--- config.mk ---
export PLATFORM = sky130hd
export DESIGN_NAME = seg7_scan_driver
export DESIGN_NICKNAME = d
export VERILOG_FILES = /design/src/rtl/seg7_scan_driver.sv
export SDC_FILE = /design/constraint.sdc
export NUM_CORES = 1
export LEC_CHECK = 0
export ABC_AREA = 0
export CAP_MARGIN = 20
export CORE_MARGIN = 5
export CORE_UTILIZATION = 55
export CTS_CLUSTER_SIZE = 12
export DETAILED_ROUTE_END_ITERATION = 6
export GPL_TIMING_DRIVEN = 1
export PLACE_DENSITY_LB_ADDON = 0.1
export SKIP_CTS_REPAIR_TIMING = 1
export SLEW_MARGIN = 40
export SYNTH_ARGS = -nofsm -noshare
export SYNTH_HDL_FRONTEND = slang
export SYNTH_SLANG_ARGS = --single-unit
--- constraint.sdc ---
create_clock -name system1000 -period 3.38 [get_ports system1000]
set_input_delay 1.014 -clock system1000 [delete_from_list [all_inputs] [get_ports system1000]]
set_output_delay 1.014 -clock system1000 [all_outputs]
set_load 0.05 [all_outputs]
--- src/rtl/seg7_scan_driver.sv ---
// Multiplexed 7-segment scanner with per-slot PWM brightness, a guard step per slot,
// and double-buffered display data that only swaps at the frame boundary.
module seg7_scan_driver #(
  parameter int DIGITS    = 4,
  parameter int PRESCALE  = 125,
  parameter int DUTY_BITS = 3
) (
  input  logic                   system1000,
  input  logic                   system1000_rst,
  input  logic                   load,
  input  logic [4*DIGITS-1:0]    value,
  input  logic [DIGITS-1:0]      dp,
  input  logic [DIGITS-1:0]      blank,
  input  logic [DUTY_BITS-1:0]   bright,
  output logic [DIGITS-1:0]      an,
  output logic [7:0]             seg,
  output logic                   frame_done
);

  localparam int PW = (PRESCALE > 1) ? $clog2(PRESCALE) : 1;
  localparam int DW = (DIGITS > 1) ? $clog2(DIGITS) : 1;
  localparam logic [PW-1:0]        PRE_MAX   = PW'(PRESCALE - 1);
  localparam logic [DUTY_BITS-1:0] STEP_MAX  = '1;
  localparam logic [DW-1:0]        DIGIT_MAX = DW'(DIGITS - 1);

  logic [PW-1:0]        pre_q, pre_d;
  logic [DUTY_BITS-1:0] step_q, step_d;
  logic [DW-1:0]        digit_q, digit_d;

  logic [4*DIGITS-1:0]  sh_value_q, sh_value_d;
  logic [DIGITS-1:0]    sh_dp_q, sh_dp_d;
  logic [DIGITS-1:0]    sh_blank_q, sh_blank_d;
  logic [DUTY_BITS-1:0] sh_bright_q, sh_bright_d;

  logic [4*DIGITS-1:0]  disp_value_q, disp_value_d;
  logic [DIGITS-1:0]    disp_dp_q, disp_dp_d;
  logic [DIGITS-1:0]    disp_blank_q, disp_blank_d;
  logic [DUTY_BITS-1:0] disp_bright_q, disp_bright_d;

  logic [DIGITS-1:0]    an_q, an_d;
  logic [7:0]           seg_q, seg_d;
  logic                 frame_done_q, frame_done_d;

  logic                 pre_wrap, step_wrap, frame_end, lit;
  logic [3:0]           nib [DIGITS];

  function automatic logic [6:0] hex_glyph(input logic [3:0] n);
    logic [6:0] g;
    case (n)
      4'h0: g = 7'b1000000;
      4'h1: g = 7'b1111001;
      4'h2: g = 7'b0100100;
      4'h3: g = 7'b0110000;
      4'h4: g = 7'b0011001;
      4'h5: g = 7'b0010010;
      4'h6: g = 7'b0000010;
      4'h7: g = 7'b1111000;
      4'h8: g = 7'b0000000;
      4'h9: g = 7'b0010000;
      4'hA: g = 7'b0001000;
      4'hB: g = 7'b0000011;
      4'hC: g = 7'b1000110;
      4'hD: g = 7'b0100001;
      4'hE: g = 7'b0000110;
      default: g = 7'b0001110;
    endcase
    return g;
  endfunction

  always_comb begin
    pre_wrap  = (pre_q == PRE_MAX);
    step_wrap = (step_q == STEP_MAX);
    frame_end = pre_wrap && step_wrap && (digit_q == DIGIT_MAX);

    pre_d   = pre_wrap ? '0 : pre_q + 1'b1;
    step_d  = step_q;
    digit_d = digit_q;
    if (pre_wrap) begin
      step_d = step_wrap ? '0 : step_q + 1'b1;
      if (step_wrap) begin
        digit_d = (digit_q == DIGIT_MAX) ? '0 : digit_q + 1'b1;
      end
    end
  end

  // The display set takes the shadow's next value so a load on the boundary lands immediately.
  always_comb begin
    sh_value_d  = load ? value  : sh_value_q;
    sh_dp_d     = load ? dp     : sh_dp_q;
    sh_blank_d  = load ? blank  : sh_blank_q;
    sh_bright_d = load ? bright : sh_bright_q;

    disp_value_d  = frame_end ? sh_value_d  : disp_value_q;
    disp_dp_d     = frame_end ? sh_dp_d     : disp_dp_q;
    disp_blank_d  = frame_end ? sh_blank_d  : disp_blank_q;
    disp_bright_d = frame_end ? sh_bright_d : disp_bright_q;
  end

  generate
    for (genvar gi = 0; gi < DIGITS; gi++) begin : g_digit
      assign nib[gi]  = disp_value_q[4*gi +: 4];
      assign an_d[gi] = ~(lit && (digit_q == DW'(gi)));
    end
  endgenerate

  // Step 0 is the anti-ghosting guard; steps 1..bright light the digit.
  always_comb begin
    lit = (step_q != '0) && (step_q <= disp_bright_q) && !disp_blank_q[digit_q];
    seg_d = 8'hFF;
    if (lit) begin
      seg_d = {~disp_dp_q[digit_q], hex_glyph(nib[digit_q])};
    end
    frame_done_d = frame_end;
  end

  always_ff @(posedge system1000 or posedge system1000_rst) begin
    if (system1000_rst) begin
      pre_q         <= '0;
      step_q        <= '0;
      digit_q       <= '0;
      sh_value_q    <= '0;
      sh_dp_q       <= '0;
      sh_blank_q    <= '1;
      sh_bright_q   <= '0;
      disp_value_q  <= '0;
      disp_dp_q     <= '0;
      disp_blank_q  <= '1;
      disp_bright_q <= '0;
      an_q          <= '1;
      seg_q         <= 8'hFF;
      frame_done_q  <= 1'b0;
    end else begin
      pre_q         <= pre_d;
      step_q        <= step_d;
      digit_q       <= digit_d;
      sh_value_q    <= sh_value_d;
      sh_dp_q       <= sh_dp_d;
      sh_blank_q    <= sh_blank_d;
      sh_bright_q   <= sh_bright_d;
      disp_value_q  <= disp_value_d;
      disp_dp_q     <= disp_dp_d;
      disp_blank_q  <= disp_blank_d;
      disp_bright_q <= disp_bright_d;
      an_q          <= an_d;
      seg_q         <= seg_d;
      frame_done_q  <= frame_done_d;
    end
  end

  assign an         = an_q;
  assign seg        = seg_q;
  assign frame_done = frame_done_q;

endmodule

# Word level (Yosys, flattened, before mapping)
# Memory sizes are Yosys's and may differ from the RTL's.
# Index checks and enable logic that the tools add are counted.
# W data, S select, Z words.
# totals
reg_bits	79
mem_bits_ro	112
inputBits	30
out_inout_bits	13
wordCells	59
memories	1
# op_classes
n_addsub	3
order_cmp	3
n_eq_ne	5
mux	15
bitwise_logic	6
n_reduce_logical	12
# memory_table
name	depth	word_bits	read_ports	rd_clocked_by_memory_dff	wr	line_no	text
(name not given)	16	7	1	0	0	49	case (n)
# op_table
op	count
$mux W16	1
$mux W4	4
$bmux W4 S2	1
$logic_and A1 B1 Y1	8
$mux W8	1
$add A7 B1 Y7 const B	1
$eq A7 B7 Y1 const B	1
$mux W7	1
$mux W3	2
$not A1 Y1	5
$bmux W1 S2	2
$eq A2 B2 Y1 const B	2
$add A3 B1 Y3 const B	1
$eq A3 B3 Y1 const B	1
$ge A3 B3 Y1 const B	1
$le A3 B3 Y1	1
$lt A2 B3 Y1 const B	1
$not A2 Y3	1
$reduce_bool A3 Y1	1
$add A2 B1 Y2 const B	1
$eq A2 B1 Y1 const B	1
$logic_not A2 Y1	1
$mux W1	2
$mux W2	1
2 further kinds	2

# Depth between registers and ports, before layout
# logic_depth
word_depth	6
ltp_mapped	7
ltp_nobuf	6

# Least setup slack after synthesis
# OpenSTA, ideal clock, no wires.
# synth_timing
path_type	input port to flip-flop
from	in load
to	reg disp_bright_q[0]
setup_time_ns	0.125
t_arrival_ns	2.152
t_required_ns	3.255
setup_slack_ns	1.103
cell_stages	4
path_buffers	2
path_cell_list	clkbuf_1 buf_2 mux2_2 mux2_2
# synth_via
elab_chain_cells	1
# synth_rtl
element	line_no	text
start, declared	10	input logic load,
$mux W3	91	sh_bright_d = load ? bright : sh_bright_q;
via sh_bright_d[0]	33	logic [DUTY_BITS-1:0] sh_bright_q, sh_bright_d;
end signal, assigned	143	disp_bright_q <= disp_bright_d;
end, declared	38	logic [DUTY_BITS-1:0] disp_bright_q, disp_bright_d;
# The timed path passes the listed nets, and every way through them passes these cells.
# A chain may end at the register's enable or synchronous reset.

# Worst setup path in the final report
# layout_timing
from	reg an_q[3], in the netlist an[3]
to	out an[3]
# layout_rtl
element	line_no	text
start, declared	40	logic [DIGITS-1:0] an_q, an_d;
start signal, assigned	144	an_q <= an_d;
end, declared	15	output logic [DIGITS-1:0] an,
# No word-level cell between the ends.

==> qor.yml <==
place_hpwl_um: 4160
period_share_pct: 79.3
yosysSeqAreaShare_pct: 55.3
endpoint_kind: "output port"
status: "finished, final reports clean"
drv_cap: 0
final_net_count: 361
place_inst: 379
grt_pass1_vias: 2165
crit_family: "buffers and inverters"
ys_types: 32
yosysWarnings: 0
syn_nets: 315
netlist_instances: 267
grt_pass1_wl_um: 10600
vias: 2107
drtIter0Drc: 37
final_common_cell: "mux2_2"
layout_min_cycle_time_ns: 2.68
arrival_ns: 1.67
slowest_stage: "clkdlybuf4s50_1"
rsz0062_at_grt: "false"
fin_skew_ns: 0.00870
rows: 29
fin_cells: 395
syn_area_per_cell_um2: 13.6
totalWireLength_um: 6020
cp_slowest_stage_delay_ns: 0.80
drv_slew: 0
path_buf_inv: 1
cp_max_fo: 1
leakagePower_nw: 1.89
setup_tns_ns: 0
layout_common_cells: "mux2_2 (61), dfrtp_1 (59), clkdlybuf4s50_1 (42)"
internal_power_w: 0.00161
synth_area_leader_cell: "dfrtp_1"
initial_core_util_pct: 56.7
p_seq_share_pct: 49.9
finalHoldViolCount: 0
drive_above_1_share_pct: 33.6
n_antenna_cell: 0
crit_start: "an[3]"
remaining_drc_errors: 0
ios: 43
die_h_um: 91.1
clk_path_buf_depth: 2
p_switching_w: 0.000428
track_usage_pct: 15.7
port_buffers: 42
r2r_start: "digit_q[0]"
overflow: 0
powerDensity_nw_per_um2: 466
die_w_um: 91.1
syn2layout_area_growth_pct: 20.5
p_comb_share_pct: 8.2
viasPerCell: 5.33
place.gp.congestion: 0.728
die-area_um2: 8300
cts_tree: "built"
grt_max_degree: 53
ir_drop_v: 0.000317
synth_seq_cells: 79
clk_latency_ns: 0.35
tightest_slew_ns: 0.575
holdCritStartpoint: "pre_q[0]"
start_kind: "register"
wl_per_cell_um: 15.2
cts_made_buffers: 9
p_clk_share_pct: 41.9
setup_violations: 0
crit_required_ns: 2.37
cts.clk_slew.worst_paths_ns: 0.08
ant_nets: 0
drtPass1Iterations: 3
syn_area_um2: 3620
max_slew_margin_pct: 61.6
cts.sinks: 79
critPathKind: "register to output port"
cts_htree_levels: 3
power_w: 0.00203
max_freq_mhz: 373
hp-class: "register to register"
cp_cell_sequence: "clkdlybuf4s50_1"
cts-root-buf: "clkbuf_8"
coreArea_um2: 6390
power.switching_fraction_pct: 21.1
yosys-top-cells-area: "dfrtp_1 (41%), mux2_2 (19%), dfstp_2 (15%)"
synth.top_cell.area_share_pct: 40.8
antenna_found_initial: 0
metal layers:
metal | vias to the layer above | global-route usage (%) | part of all wire [%]
li1 | 1026 | - | -
met1 | 1039 | 21.7 | 48
met2 | 33 | 24.3 | 46
met3 | 9 | 2.73 | 3.6
met4 | 0 | 7.33 | 1.7
met5 | - | 0 | 0
power groups by stage:
stage | Sequential, W | Combinational [W] | Clock, W
floorplan | 0.00103 | 0.000113 | 0
global placement | 0.00103 | 0.000167 | 0
detailed placement | 0.00103 | 0.000170 | 0
CTS | 0.00102 | 0.000171 | 0.000872
global route | 0.00102 | 0.000189 | 0.000906
finish | 0.00102 | 0.000168 | 0.000852
cells in the mapped netlist:
master / count
o21ai_0: 8
buf_2: 3
nor2_1: 13
dfstp_2: 20
and4_1: 1
dfrtp_1: 59
clkbuf_1: 5
mux4_2: 3
nor2b_1: 1
a22o_1: 1
xor2_1: 4
and3_1: 1
a211o_1: 1
a2bb2oi_1: 1
nand3b_1: 2
o21a_1: 1
nand2_1: 12
xnor2_1: 2
a21oi_1: 5
mux4_1: 3
and2_1: 2
buf_6: 3
ha_1: 18
buf_4: 2
inv_1: 13
mux2i_1: 2
or3_1: 3
nand4_1: 4
mux2_2: 61
o21ai_1: 1
nand3_1: 11
o311ai_0: 1
flip-flops by register name, summed over array words and instances, names as in the netlist:
name / flops
seg: 8
sh_value_q: 16
frame_done: 1
sh_blank_q: 4
disp_dp_q: 4
digit_q: 2
an: 4
sh_dp_q: 4
pre_q: 7
disp_bright_q: 3
disp_value_q: 16
sh_bright_q: 3
disp_blank_q: 4
step_q: 3
final cells by class:
cell class	count	area [um2]
Timing Repair Buffer	48	478
Sequential cell	79	2000
Tap cell	77	96.3
Clock buffer	11	141
Inverter	13	48.8
Multi-Input combinational cell	162	1490
Fill cell	481	2020
Clock inverter	5	106
worst paths after layout:
kind                              endpoint  slack, ns  cells past startpoint
min                               pre_q[0]       0.49                      1
min in group asynchronous   sh_bright_q[0]       1.03                      2
min reg2reg                       pre_q[0]       0.49                      1
max in group asynchronous  disp_blank_q[0]       1.63                      3
max                                  an[3]       0.70                      1
max reg2reg                         seg[0]       0.81                      6
kinds of logic (layout without fill, tap and decap cells):
kind of cell | after synthesis | count (layout) | synth area share, %
xor gates and xnor gates | 6 | 6 | 1.45
muxes | 69 | 69 | 23.6
AOI/OAI and AO/OA | 19 | 19 | 3.11
and+or+nand+nor | 50 | 50 | 6.67
adders and majority gates | 18 | 18 | 6.22
DFF | 79 | 79 | 55.3
buffers and inverters | 26 | 77 | 3.63
through the flow:
| step | area [um2] | hold WS, ns | utilization [%] | worst slack (ns) |
|---|---|---|---|---|
| floorplan | 3620 | 0.447 | - | 0.376 |
| global placement | 4110 | 0.468 | 64.4 | 0.783 |
| detailed placement | 4110 | 0.483 | 64.4 | 0.781 |
| CTS | 4360 | 0.492 | 68.2 | 0.670 |
| global route | 4360 | 0.511 | 68.3 | 0.567 |
| finish | 4360 | 0.486 | 68.3 | 0.701 |
(Power assumes the default switching activity.)
